### config.mk
export PLATFORM = sky130hd
export DESIGN_NAME = tt_um_seq_divider
export DESIGN_NICKNAME = d
export VERILOG_FILES = /design/src/rtl/tt_um_seq_divider.sv
export SDC_FILE = /design/constraint.sdc
export NUM_CORES = 1
export LEC_CHECK = 0
export CORE_ASPECT_RATIO = 1.5
export CORE_MARGIN = 5
export CORE_UTILIZATION = 35
export CTS_BUF_LIST = sky130_fd_sc_hd__clkbuf_8
export DETAILED_ROUTE_END_ITERATION = 16
export PLACE_DENSITY = 0.57
export SETUP_SLACK_MARGIN = 0.15
export SYNTH_ARGS = -nofsm -noshare
export SYNTH_HDL_FRONTEND = slang
export SYNTH_SLANG_ARGS = --single-unit
### constraint.sdc
create_clock -name clk -period 4.6 [get_ports clk]
set_input_delay 0.46 -clock clk [delete_from_list [all_inputs] [get_ports clk]]
set_output_delay 0.46 -clock clk [all_outputs]
set_load 0.01 [all_outputs]
### src/rtl/tt_um_seq_divider.sv
// Sequential restoring divider: 8-bit dividend / 4-bit divisor, one quotient bit per clock.
// Tiny Tapeout user project using the standard tt_um pin set.
module tt_um_seq_divider (
    input  logic       clk,
    input  logic       rst_n,
    input  logic       ena,
    input  logic [7:0] ui_in,
    input  logic [7:0] uio_in,
    output logic [7:0] uo_out,
    output logic [7:0] uio_out,
    output logic [7:0] uio_oe
);

    localparam int unsigned DW = 8;  // dividend / quotient width
    localparam int unsigned VW = 4;  // divisor / remainder width
    localparam int unsigned CW = 3;  // bit counter width

    typedef enum logic [1:0] {
        IDLE = 2'd0,
        RUN  = 2'd1,
        DONE = 2'd2
    } state_t;

    state_t state_q, state_d;

    logic [DW-1:0] dividend_q, dividend_d;
    logic [VW-1:0] divisor_q,  divisor_d;
    logic [CW-1:0] cnt_q,      cnt_d;
    logic [DW-1:0] quot_q,     quot_d;
    logic [VW-1:0] rem_q,      rem_d;
    logic          busy_q,     busy_d;
    logic          done_q,     done_d;
    logic          dbz_q,      dbz_d;

    logic [VW-1:0] divisor_in;
    logic          start;
    logic          sel;
    logic          accept;
    logic          div_zero_in;
    logic [VW:0]   partial;
    logic          fits;

    assign divisor_in  = uio_in[3:0];
    assign start       = uio_in[4];
    assign sel         = uio_in[5];
    assign accept      = start && (state_q != RUN);
    assign div_zero_in = (divisor_in == '0);

    // One restoring step: shift in the next dividend bit and trial-subtract with a 5-bit compare.
    assign partial = {rem_q, dividend_q[cnt_q]};
    assign fits    = (partial >= {1'b0, divisor_q});

    // State register
    always_ff @(posedge clk or negedge rst_n) begin
        if (!rst_n) begin
            state_q <= IDLE;
        end else begin
            state_q <= state_d;
        end
    end

    // Next-state logic
    always_comb begin
        state_d = state_q;
        case (state_q)
            IDLE, DONE: begin
                if (start) begin
                    state_d = div_zero_in ? DONE : RUN;
                end
            end
            RUN: begin
                if (cnt_q == '0) begin
                    state_d = DONE;
                end
            end
            default: state_d = IDLE;
        endcase
    end

    // Datapath and status next values
    always_comb begin
        dividend_d = dividend_q;
        divisor_d  = divisor_q;
        cnt_d      = cnt_q;
        quot_d     = quot_q;
        rem_d      = rem_q;
        busy_d     = busy_q;
        done_d     = done_q;
        dbz_d      = dbz_q;

        if (accept) begin
            dividend_d = ui_in;
            divisor_d  = divisor_in;
            cnt_d      = CW'(DW - 1);
            if (div_zero_in) begin
                quot_d = '1;
                rem_d  = '1;
                dbz_d  = 1'b1;
                busy_d = 1'b0;
                done_d = 1'b1;
            end else begin
                quot_d = '0;
                rem_d  = '0;
                dbz_d  = 1'b0;
                busy_d = 1'b1;
                done_d = 1'b0;
            end
        end else if (state_q == RUN) begin
            if (fits) begin
                rem_d = VW'(partial - {1'b0, divisor_q});
            end else begin
                rem_d = partial[VW-1:0];
            end
            quot_d[cnt_q] = fits;
            cnt_d         = cnt_q - CW'(1);
            if (cnt_q == '0) begin
                busy_d = 1'b0;
                done_d = 1'b1;
            end
        end
    end

    // Datapath registers
    always_ff @(posedge clk or negedge rst_n) begin
        if (!rst_n) begin
            dividend_q <= '0;
            divisor_q  <= '0;
            cnt_q      <= '0;
            quot_q     <= '0;
            rem_q      <= '0;
            busy_q     <= 1'b0;
            done_q     <= 1'b0;
            dbz_q      <= 1'b0;
        end else begin
            dividend_q <= dividend_d;
            divisor_q  <= divisor_d;
            cnt_q      <= cnt_d;
            quot_q     <= quot_d;
            rem_q      <= rem_d;
            busy_q     <= busy_d;
            done_q     <= done_d;
            dbz_q      <= dbz_d;
        end
    end

    // Pin mapping; sel only steers the result mux
    assign uo_out  = sel ? {3'b000, dbz_q, rem_q} : quot_q;
    assign uio_out = {done_q, busy_q, 6'b00_0000};
    assign uio_oe  = 8'b1100_0000;

    logic unused_pins;
    assign unused_pins = &{1'b0, ena, uio_in[7:6]};

endmodule

Word level (Yosys, flattened, before mapping)
Index checks and enable logic that the tools add are counted.
Storage, ports and cells
  register bits after elaboration: 32
  input bits: 19
  output and inout bits: 24
  word-level logic and storage cells: 56
Operators by class
  add/sub/neg operators: 2
  $lt $le $gt $ge: 3
  equal/unequal tests: 5
  multiplexer cells: 27
  reductions and logical operators: 10
Operators with widths (count)
  $mux 8: 4
  $mux 4: 4
  $mux 1: 10
  $bwmux 8: 1
  $mux 2: 3
  $mux 3: 2
  $ge 5x4->1: 1
  $logic_not 4->1: 1
  $lt 3x4->1 const B: 1
  $ne 2x2->1 const B: 2
  $pmux 2 s2: 1
  $reduce_and 2->1: 2
  $reduce_bool 2->1: 2
  $sub 4x4->4: 1
  $bmux 1 s3: 1
  $demux 1 s3: 1
  $ge 3x1->1 const B: 1
  $logic_not 3->1: 1
  $sub 3x1->3 const B: 1
  $eq 2x1->1 const B: 1
  $eq 2x2->1 const B: 1
  $logic_and 1x1->1: 2
  $logic_not 2->1: 1
  $ne 2x1->1 const B: 1
  $reduce_or 2->1: 1

Logic depth before layout (Yosys ltp)
Gate-level depths: netlist of run 1.
  depth after elaboration: 7
  gate-level depth with buffers: 11
  gate-level depth less buffers: 9

Worst setup path after synthesis of run 1
Ideal clock, no wire load.
  path type: reg2reg
  start point: register cnt_q[0]
  end point: register rem_q[1]
  setup time: 130 ps
  arrival time: 2148 ps
  required time: 4470 ps
  setup slack: 2322 ps
  stages on the path, launching flop included: 12
  buffers on the path: 2
  clock period less this slack: 2278 ps
  cell sequence: dfrtp_1 > buf_2 > mux2i_1 > o22ai_1 > a311oi_1 > ha_1 > nand4_1 > nand2_1 > or2_1 > clkbuf_1 > o21ai_1 > a22oi_1
On the way
  cells in the longest elaborated chain, start to end: 6
  elaborated cells on any way between the ends: 7
  those cells by class: add/sub: 1; order compare: 1; mux: 5
RTL lines
  start, declared: line 28  | logic [CW-1:0] cnt_q, cnt_d;
  start signal, assigned: line 137  | cnt_q <= cnt_d;
  $bmux 1 s3 (*): line 50  | assign partial = {rem_q, dividend_q[cnt_q]};
  $mux 1 (not written as such) (*): line 50
  $sub 4x4->4 / $ge 5x4->1 (equally long branches): line 110, 51
  $mux 4 (*): line 109  | if (fits) begin
  $mux 4 (*): line 108  | end else if (state_q == RUN) begin
  $mux 4 (*): line 91  | if (accept) begin
  end signal, assigned: line 139  | rem_q <= rem_d;
  end, declared: line 30  | logic [VW-1:0] rem_q, rem_d;
Mark *: on every way between the ends. The rest lies on a longest branch, timed or not. The select of a mux whose other input is x is not followed.
A chain may end at the register's enable or synchronous reset.

Worst setup path in the final report of run 1
  start point: register cnt_q[0]
  end point: register rem_q[2]
The elaborated chain is that of the path after synthesis.

==> results of run 1 <==
==> stage by stage <==
stage | total power, uW | hold slack (ps) | util, % | setup slack [ps]
final | 1500 | 474 | 41.9 | 1850
after global routing | 1660 | 506 | 41.9 | 1640
after CTS | 1520 | 480 | 41.9 | 1830
after detailed placement | 1290 | 462 | 40.1 | 1850
after global placement | 1280 | 460 | 40.1 | 1870
after floorplan | 1090 | 164 | - | 2320
==> routing by layer <==
layer / wire length (um) / vias to the layer above / GRT usage, %
li1: - / 705 / -
met1: 1630 / 665 / 12.9
met2: 1900 / 42 / 21.0
met3: 204 / 9 / 3.37
met4: 98 / 0 / 6.77
met5: 0 / - / 0
==> worst paths after layout <==
kind / startpoint / endpoint
setup / recovery: cnt_q[0]$_DFFE_PN0P_ / rem_q[2]$_DFFE_PN0P_
hold / removal: dividend_q[2]$_DFFE_PN0P_ / dividend_q[2]$_DFFE_PN0P_
setup reg to reg: cnt_q[0]$_DFFE_PN0P_ / rem_q[2]$_DFFE_PN0P_
hold reg to reg: dividend_q[2]$_DFFE_PN0P_ / dividend_q[2]$_DFFE_PN0P_
max in group asynchronous: rst_n / dividend_q[3]$_DFFE_PN0P_
min in group asynchronous: rst_n / divisor_q[0]$_DFFE_PN0P_
==> synthesized netlist by cell type (2+ instances only) <==
cell / n
buf_4: 16
dfrtp_1: 32
o21ai_0: 9
nand2b_1: 8
conb_1: 2
ha_1: 6
mux2i_1: 8
a211oi_1: 6
o22ai_1: 3
nand3_1: 2
mux2_2: 5
a21oi_1: 6
inv_1: 7
clkbuf_1: 9
nor3_1: 9
nor2b_1: 4
o21ai_1: 4
nand2_1: 43
nor2_1: 11
==> power by group through the flow <==
stage | registers [uW] | logic, uW | clock network (uW)
floorplan | 481 | 612 | 0
global placement | 527 | 754 | 0
detailed placement | 527 | 759 | 0
CTS | 522 | 765 | 231
global route | 543 | 876 | 239
finish | 522 | 756 | 227
==> cells by family (layout without fill, tap and decap cells) <==
group           count (synthesis)  in the layout  synth area share, %
fa+ha+maj                       7              7                 5.17
simple gates                   83             83                 20.6
other cells                     2             14                0.409
xor+xnor                        1              1                0.477
compound gates                 35             35                 11.7
mux                            13             13                 7.42
buf+inv                        34             41                 10.7
flops                          32             32                 43.6
==> critical path, stage by stage, from the launching register on <==
cell	delay [ps]
dfrtp_1	620
mux2i_1	250
o22ai_1	100
a311oi_1	400
ha_1	330
nand4_1	90
nand2_1	90
nor2_1	460
nand2_1	110
a32oi_1	210
==> area by class of cell <==
class	instances	area, um2	area share, %
sequential	32	801	37.3
multi-input combinational	153	886	41.2
clock inverter	2	10.0	0.466
tap	68	85.1	3.96
inverter	7	26.3	1.22
timing repair buffer	26	258	12.0
clock buffer	6	82.6	3.84
==> registers in the layout, indices dropped and copies added (netlist names) <==
register,cells
busy_q,1
cnt_q,3
dbz_q,1
dividend_q,8
divisor_q,4
done_q,1
quot_q,8
rem_q,4
state_q,2
==> results by group, run 1 <==
Outcome
  • Status: complete, no violations

STA
  • Final Hold Fails: 0
  • Final-report max-slew violation count: 0
  • Fin Setup TNS: 0 ps
  • Tmin final: ~2800 ps
  • Fmax: between 300 and 400 MHz
  • Clock skew: around 3.6 ps
  • RSZ-0062 raised after global routing: false
  • Relative slew margins: a little under two fifths
  • Setup violators final: 0
  • Fin crit share: between 50% and 60%
  • Slew of the pin with the lowest slew margin: about 900 ps

Global routing
  • First-pass GRT wire length: about 6600 um
  • Total GRT Usage: between 10% and 20%
  • Largest net degree at the start of global routing: 33
  • Total grt overflow: 0
  • Initial antenna violation count: 0
  • Vias in the first global route: roughly 1.5k

CTS
  • Clk_lat worst skew: about 280 ps
  • Post_cts resized: 0
  • CTS buffer count: 5
  • H-tree levels: 2
  • Cts hold-fix bufs: 0
  • CTS tree: built
  • CTS Root Buffer Type: clkbuf_8
  • Clock slew at the register clock pins of the worst setup and hold paths: roughly 70 ps
  • Clock sinks: 32
  • Setup Fix Bufs, Post-CTS: 0
  • CTS Buffer Depth: 2

Synthesis
  • Register area share after synthesis: a little over two fifths
  • Ys async rst share: 100%
  • Ys flop type: dfrtp_1
  • Mapped Area: 1840 um2
  • Ys Warns: 0
  • Post-Syn Area per Cell: between 8 and 9 um2
  • Area contributors post-synth: dfrtp_1 44%, nand2_1 8.8%, buf_4 6.5%
  • Yosys reg bits: 32
  • Synthesized instance count: between 200 and 250
  • Post-synth EDFFs: 0
  • Synth area leader: dfrtp_1
  • Count of cell types in the netlist: 36
  • Post-synth top area share: a little over two fifths

Worst setup path
  • Reg2reg path depth: 9
  • CP max FO: 12
  • CP Class: flop to flop
  • Reg2Reg Setup Slack: 1850 ps
  • CP Capture Type: flop
  • Startpoint Class: flop
  • WP data arrival: 2950 ps
  • CP required: 4800 ps

Detailed routing
  • Routed WL: 3830 um
  • Detail Route Antenna Nets: 0
  • Routed vias/inst: 4.83
  • Total number of vias: 1,421
  • DR WL/cell: 13.0 um
  • TritonRoute pass-1 iters: 4
  • Initial DRC count: 36
  • DRC Markers: 0

Finish
  • Finished Cell Area: 2150 um2
  • # diodes: 0
  • Commonest non-fill, non-tap cells in the layout: 43 x nand2_1, 32 x dfrtp_1, 25 x clkdlybuf4s50_1
  • Most common cell after layout, fill and taps aside: nand2_1
  • Filler cells: 538
  • Area added between synthesis and finish: 16.9%
  • Net count reported at finish: roughly 250
  • Final Non-Filler Cells: 294
  • Share of cells above drive strength 1: under 10%

Power
  • Cell Pwr Density: about 700 nW/um2
  • P_sw: 627 uW
  • Flop pwr share: 34.7%
  • Sw Share: roughly two fifths
  • Leak: around 0.00098 uW
  • Clock network power share: 15.1%
  • Peak VDD IR: about 0.35 mV
  • Internal power: around 900 uW
  • Logic pwr share: approximately half

Min path
  • Min-Delay Path Depth: 2
  • Worst Hold Class: flop to flop

Place
  • Detail Placement HPWL: roughly 2800 um
  • Post-DP Area: between 2000 and 2500 um2
  • Input/output buffers: 25
  • Placed insts: around 290
  • RePlAce Congestion: 0.772

Floorplan
  • Starting density of the core: a little over a third
  • Core Area: 5120 um2
  • Row count: 32
  • Die Wd: approximately 69 um
  • DIE AREA: between 6000 and 7000 um2
  • Die span in y: a little under 100 um
  • IO Pins: 43

Job
  • Maxcap violations: 0
Note: power is estimated with default switching activity, not from simulation.
==> run 2: changes to the inputs <==
Clock period 4.6 ns to 2.88 ns, I/O delays scaled along.
==> run 2 against run 1 <==
Net effect: first-iteration DRC count shrank 14%; highest routed layer unchanged; clock-buffer cell count grew 1; via count grew 0.14%; largest cell class unchanged; critical endpoint is now quot_q[5]$_DFFE_PN0P_; total power grew 64%; core utilization grew 0.51 points; cell area grew 1.2%; global-route usage grew 0.25 points.
==> results by group, run 2 (same netlist as run 1, synthesis figures left out) <==
Outcome
  • Status: complete, no violations

CTS
  • CTS tree: built
  • Clock slew at the register clock pins of the worst setup and hold paths: 70 ps
  • Setup Fix Bufs, Post-CTS: 0
  • Cts hold-fix bufs: 0
  • Post_cts resized: 0
  • CTS buffer count: 5
  • Clock sinks: 32
  • H-tree levels: 2
  • CTS Root Buffer Type: clkbuf_8
  • Clk_lat worst skew: roughly 290 ps
  • CTS Buffer Depth: 2

Detailed routing
  • Routed vias/inst: approximately 4.8
  • TritonRoute pass-1 iters: 3
  • Detail Route Antenna Nets: 0
  • DR WL/cell: 13.0 um
  • Initial DRC count: 31
  • Total number of vias: around 1.4k
  • DRC Markers: 0
  • Routed WL: between 3000 and 4000 um

Finish
  • Commonest non-fill, non-tap cells in the layout: 43 x nand2_1, 32 x dfrtp_1, 25 x clkdlybuf4s50_1
  • Filler cells: 551
  • # diodes: 0
  • Largest registers in the final layout: dividend_q: 8 flops, quot_q: 8 flops
  • Final Non-Filler Cells: approximately 300
  • Area added between synthesis and finish: 18.3%
  • Share of cells above drive strength 1: approximately 7.5%
  • Net count reported at finish: ~250
  • Most common cell after layout, fill and taps aside: nand2_1

Floorplan
  • Die Wd: between 60 and 70 um
  • Starting density of the core: between 30% and 40%
  • Die span in y: between 90 and 100 um
  • DIE AREA: 6830 um2
  • Row count: 32
  • Core Area: between 5000 and 6000 um2
  • IO Pins: between 40 and 50

Global routing
  • Initial antenna violation count: 0
  • Vias in the first global route: approximately 1.5k
  • First-pass GRT wire length: 6680 um
  • Largest net degree at the start of global routing: 33
  • Total grt overflow: 0
  • Total GRT Usage: approximately an eighth

Power
  • Sw Share: between 40% and 50%
  • Peak VDD IR: between 0.3 and 0.4 mV
  • P_sw: 1000 uW
  • Internal power: ~1500 uW
  • Flop pwr share: 33.6%
  • Cell Pwr Density: roughly 1100 nW/um2
  • Clock network power share: between 10% and 20%
  • Overall power: approximately 2500 uW
  • Leak: between 0.0009 and 0.001 uW
  • Logic pwr share: between 50 and 60%

STA
  • Final Hold Fails: 0
  • Fmax: about 400 MHz
  • Relative slew margins: 43.4%
  • Clock skew: about 5.8 ps
  • Fin Setup TNS: 0 ps
  • Fin crit share: between 80% and 90%
  • RSZ-0062 raised after global routing: false
  • Slew of the pin with the lowest slew margin: ~850 ps
  • Hold Slack: 400 ps
  • Final WS setup: about 370 ps
  • Setup violators final: 0
  • Final-report max-slew violation count: 0
  • Tmin final: around 2500 ps

Place
  • Placed insts: a little under 300
  • Setup slack at placement: 341 ps
  • RePlAce Congestion: slightly below 0.8
  • Input/output buffers: 25
  • Detail Placement HPWL: 2820 um

Min path
  • Worst Hold Class: input port to asynchronous set/reset pin

Worst setup path
  • Startpoint Class: flop
  • CP Class: flop to flop
  • CP required: approximately 3000 ps
  • CP max FO: 8
  • CP Capture Type: flop
  • Reg-to-Reg Start: cnt_q[0]$_DFFE_PN0P_
  • Reg2reg path depth: 9
  • Crit path from: cnt_q[0]$_DFFE_PN0P_
  • WP data arrival: between 2000 and 3000 ps

Job
  • Maxcap violations: 0
[run 2: worst paths after layout]
kind / endpoint / slack (ps)
max reg2reg: quot_q[5]$_DFFE_PN0P_ / 370
min in group clk: dividend_q[4]$_DFFE_PN0P_ / 480
max in group asynchronous: dividend_q[2]$_DFFE_PN0P_ / 2180
max: quot_q[5]$_DFFE_PN0P_ / 370
min reg2reg: dividend_q[4]$_DFFE_PN0P_ / 480
min: divisor_q[2]$_DFFE_PN0P_ / 400
[run 2: final cells by class]
| cell class | count | area, um2 | area share [%] |
|---|---|---|---|
| sequential | 32 | 801 | 36.8 |
| multi-input combinational | 153 | 886 | 40.7 |
| tap | 68 | 85.1 | 3.91 |
| clock buffer | 7 | 96.3 | 4.43 |
| timing repair buffer | 29 | 280 | 12.9 |
| inverter | 7 | 26.3 | 1.21 |
[run 2: through the flow]
| step | cell area, um2 | util [%] |
|---|---|---|
| finish | 2170 | 42.4 |
| floorplan | 1880 | - |
| global route | 2170 | 42.4 |
| global placement | 2080 | 40.6 |
| detailed placement | 2080 | 40.6 |
| CTS | 2170 | 42.4 |
[run 2: metal layers]
metal,global-route usage (%),up-vias,wire (um)
met2,21.4,34,1940
met3,3.57,6,187
met4,6.77,0,93
met5,0,-,0
li1,-,710,-
met1,13.1,673,1620
[run 2: critical path, cell delays in order, from the launching register on]
cell	delay, ps
dfrtp_1	530
mux2i_1	250
o22ai_1	100
a311oi_1	400
ha_1	330
nand4_1	100
nand2_1	90
or2_1	320
mux2i_1	150
o21ai_0	90
[run 2: power groups by stage]
| stage | Sequential (uW) | Combinational (uW) | Clock [uW] |
|---|---|---|---|
| 2_1_floorplan | 768 | 977 | 0 |
| 3_3_place_gp | 834 | 1250 | 0 |
| 3_5_place_dp | 837 | 1260 | 0 |
| 4_1_cts | 831 | 1270 | 382 |
| 5_1_grt | 862 | 1460 | 401 |
| 6_report | 828 | 1260 | 375 |
==> run 3: changes to the inputs <==
Settings changed: DONT_BUFFER_PORTS from default to 1, PLACE_DENSITY 0.57 to 0.47.
==> run 3 against run 2 <==
Net effect: register-to-register slack improved by 70 ps; cell area decreased by 10%; global-route usage increased by 1.0 points; critical path depth unchanged; via count decreased by 5.5%; worst setup slack improved by 69 ps; non-clock buffer count decreased by 23; die area unchanged; sequential cell count unchanged; wire length increased by 7.8%.
==> results by group, run 3 (same netlist as run 1, synthesis figures left out) <==
Outcome
  • Status: complete, no violations

Worst setup path
  • WP data arrival: 2600 ps
  • Buf/Inv on CP: 0
  • Reg2Reg Setup Slack: approximately 440 ps
  • Crit-path slowest cell: dfrtp_1
  • Top delay family on crit path: flip-flops
  • CP Cell Sequence: mux2i_1 > o22ai_1 > a311oi_2 > ha_1 > nand4_1 > nand2_1 > or2_1 > mux2i_1 > o21ai_0
  • Reg2reg path depth: 9
  • CP required: between 3000 and 4000 ps
  • Reg-to-Reg Start: cnt_q[0]$_DFFE_PN0P_
  • CP peak stage delay: ~530 ps
  • CP Capture Type: flop
  • CP Class: flop to flop
  • CP most frequent cell: mux2i_1
  • Startpoint Class: flop
  • Reg-to-Reg End: quot_q[7]$_DFFE_PN0P_
  • CP max FO: 8

Power
  • Clock network power share: 14.6%
  • Overall power: 2360 uW
  • Flop pwr share: between 30% and 40%
  • Sw Share: 42.9%
  • Internal power: about 1300 uW
  • P_sw: approximately 1000 uW
  • Peak VDD IR: between 0.4 and 0.5 mV
  • Cell Pwr Density: about 1200 nW/um2
  • Leak: about 0.00091 uW
  • Logic pwr share: roughly 50%

CTS
  • Clock slew at the register clock pins of the worst setup and hold paths: approximately 60 ps
  • Clk_lat worst skew: between 200 and 300 ps
  • CTS Buffer Depth: 2
  • CTS buffer count: 5
  • H-tree levels: 2
  • CTS tree: built
  • Clock sinks: 32
  • CTS Root Buffer Type: clkbuf_8

Global routing
  • Total GRT Usage: about an eighth
  • First-pass GRT wire length: slightly above 7000 um
  • Largest net degree at the start of global routing: 33
  • Vias in the first global route: approximately 1.4k
  • Total grt overflow: 0
  • Initial antenna violation count: 0

Detailed routing
  • DRC Markers: 0
  • TritonRoute pass-1 iters: 4
  • Initial DRC count: 68
  • Metal2 WL: about 2300 um
  • Detail Route Antenna Nets: 0
  • Max Used Layer: met4
  • Wire length on met3: 141 um
  • DR WL/cell: between 15 and 20 um
  • Met1 WL: about 1600 um
  • Total number of vias: approximately 1.3k
  • Routed WL: 4150 um
  • Routed vias/inst: a little under 5

Floorplan
  • Core Area: between 5000 and 6000 um2
  • Die Wd: 69.2 um
  • Row count: 32
  • IO Pins: 43
  • Starting density of the core: 35.9%
  • Die span in y: between 90 and 100 um
  • DIE AREA: about 7000 um2

Min path
  • Worst Hold Class: input port to flop
  • Worst hold start: ui_in[4]
  • Endpoint with the worst hold slack: dividend_q[4]$_DFFE_PN0P_
  • Min-Delay Path Depth: 2

Place
  • Post-DP Area: roughly 1800 um2
  • Input/output buffers: 0
  • RePlAce Congestion: between 0.8 and 0.9
  • Detail Placement HPWL: 3170 um

Finish
  • # diodes: 0
  • Most common cell after layout, fill and taps aside: nand2_1
  • Commonest non-fill, non-tap cells in the layout: 43 x nand2_1, 32 x dfrtp_1, 14 x conb_1
  • Net count reported at finish: roughly 230
  • Share of cells above drive strength 1: 8.74%
  • Largest registers in the final layout: dividend_q: 8 flops, quot_q: 8 flops
  • Area added between synthesis and finish: 6.33%
  • Filler cells: roughly 570
  • Finished Cell Area: 1950 um2

STA
  • Clock skew: 3.10 ps
  • RSZ-0062 raised after global routing: false
  • Final-report max-slew violation count: 0
  • Setup violators final: 0
  • Tmin final: about 2400 ps
  • Relative slew margins: roughly three fifths
  • Slew of the pin with the lowest slew margin: ~600 ps
  • Fin Setup TNS: 0 ps
  • Fmax: around 410 MHz
  • Fin crit share: 84.7%
  • Final Hold Fails: 0

Job
  • Maxcap violations: 0
[run 3: worst max-delay path by stage]
stage	cells after the start	end	startpoint
3_3_place_gp	8	rem_q[3]$_DFFE_PN0P_	cnt_q[0]$_DFFE_PN0P_
4_1_cts	9	rem_q[1]$_DFFE_PN0P_	cnt_q[0]$_DFFE_PN0P_
6_report	9	quot_q[7]$_DFFE_PN0P_	cnt_q[0]$_DFFE_PN0P_
5_1_grt	9	rem_q[1]$_DFFE_PN0P_	cnt_q[0]$_DFFE_PN0P_
2_1_floorplan	11	rem_q[1]$_DFFE_PN0P_	cnt_q[0]$_DFFE_PN0P_
3_5_place_dp	9	rem_q[1]$_DFFE_PN0P_	cnt_q[0]$_DFFE_PN0P_
[run 3: area by class of cell]
class                   instances  area [um2]  area share, %
clock inverters                 2        7.51          0.384
repair buffers                  6        60.1           3.07
multi-input cells             153         892           45.6
inverters                       7        26.3           1.34
well taps                      68        85.1           4.35
clock buffers                   6        82.6           4.23
flip-flops and latches         32         801           41.0
[run 3: metrics by stage]
stage               setup slack [ps]  cells  util [%]  hold slack [ps]
floorplan                        602    219         -            -7.59
global placement                 372    264      35.7            -6.25
detailed placement               373    264      35.7            -6.45
CTS                              363    274      38.0              103
global route                     281    274      38.1              107
finish                           439    274      38.1              112
[run 3: power groups by stage]
| stage | combinational (uW) | sequential (uW) | clock, uW |
|---|---|---|---|
| 5_1_grt | 1350 | 873 | 381 |
| 2_1_floorplan | 977 | 768 | 0 |
| 3_5_place_dp | 1160 | 851 | 0 |
| 6_report | 1170 | 838 | 345 |
| 4_1_cts | 1180 | 842 | 359 |
| 3_3_place_gp | 1120 | 843 | 0 |
[run 3: per-layer routing]
metal / global-route usage (%) / up-vias
met5: 0 / -
met4: 6.92 / 0
met3: 3.06 / 10
met2: 24.3 / 27
met1: 14.0 / 646
li1: - / 662
[run 3: what timing repair did]
item / 4_1_cts / 5_1_grt
hold buffers: 2 / 0
buffers inserted: 0 / 0
hold endpoints to repair: 32 / 0
setup endpoints to repair: 0 / 1
gates resized for setup: 0 / 1
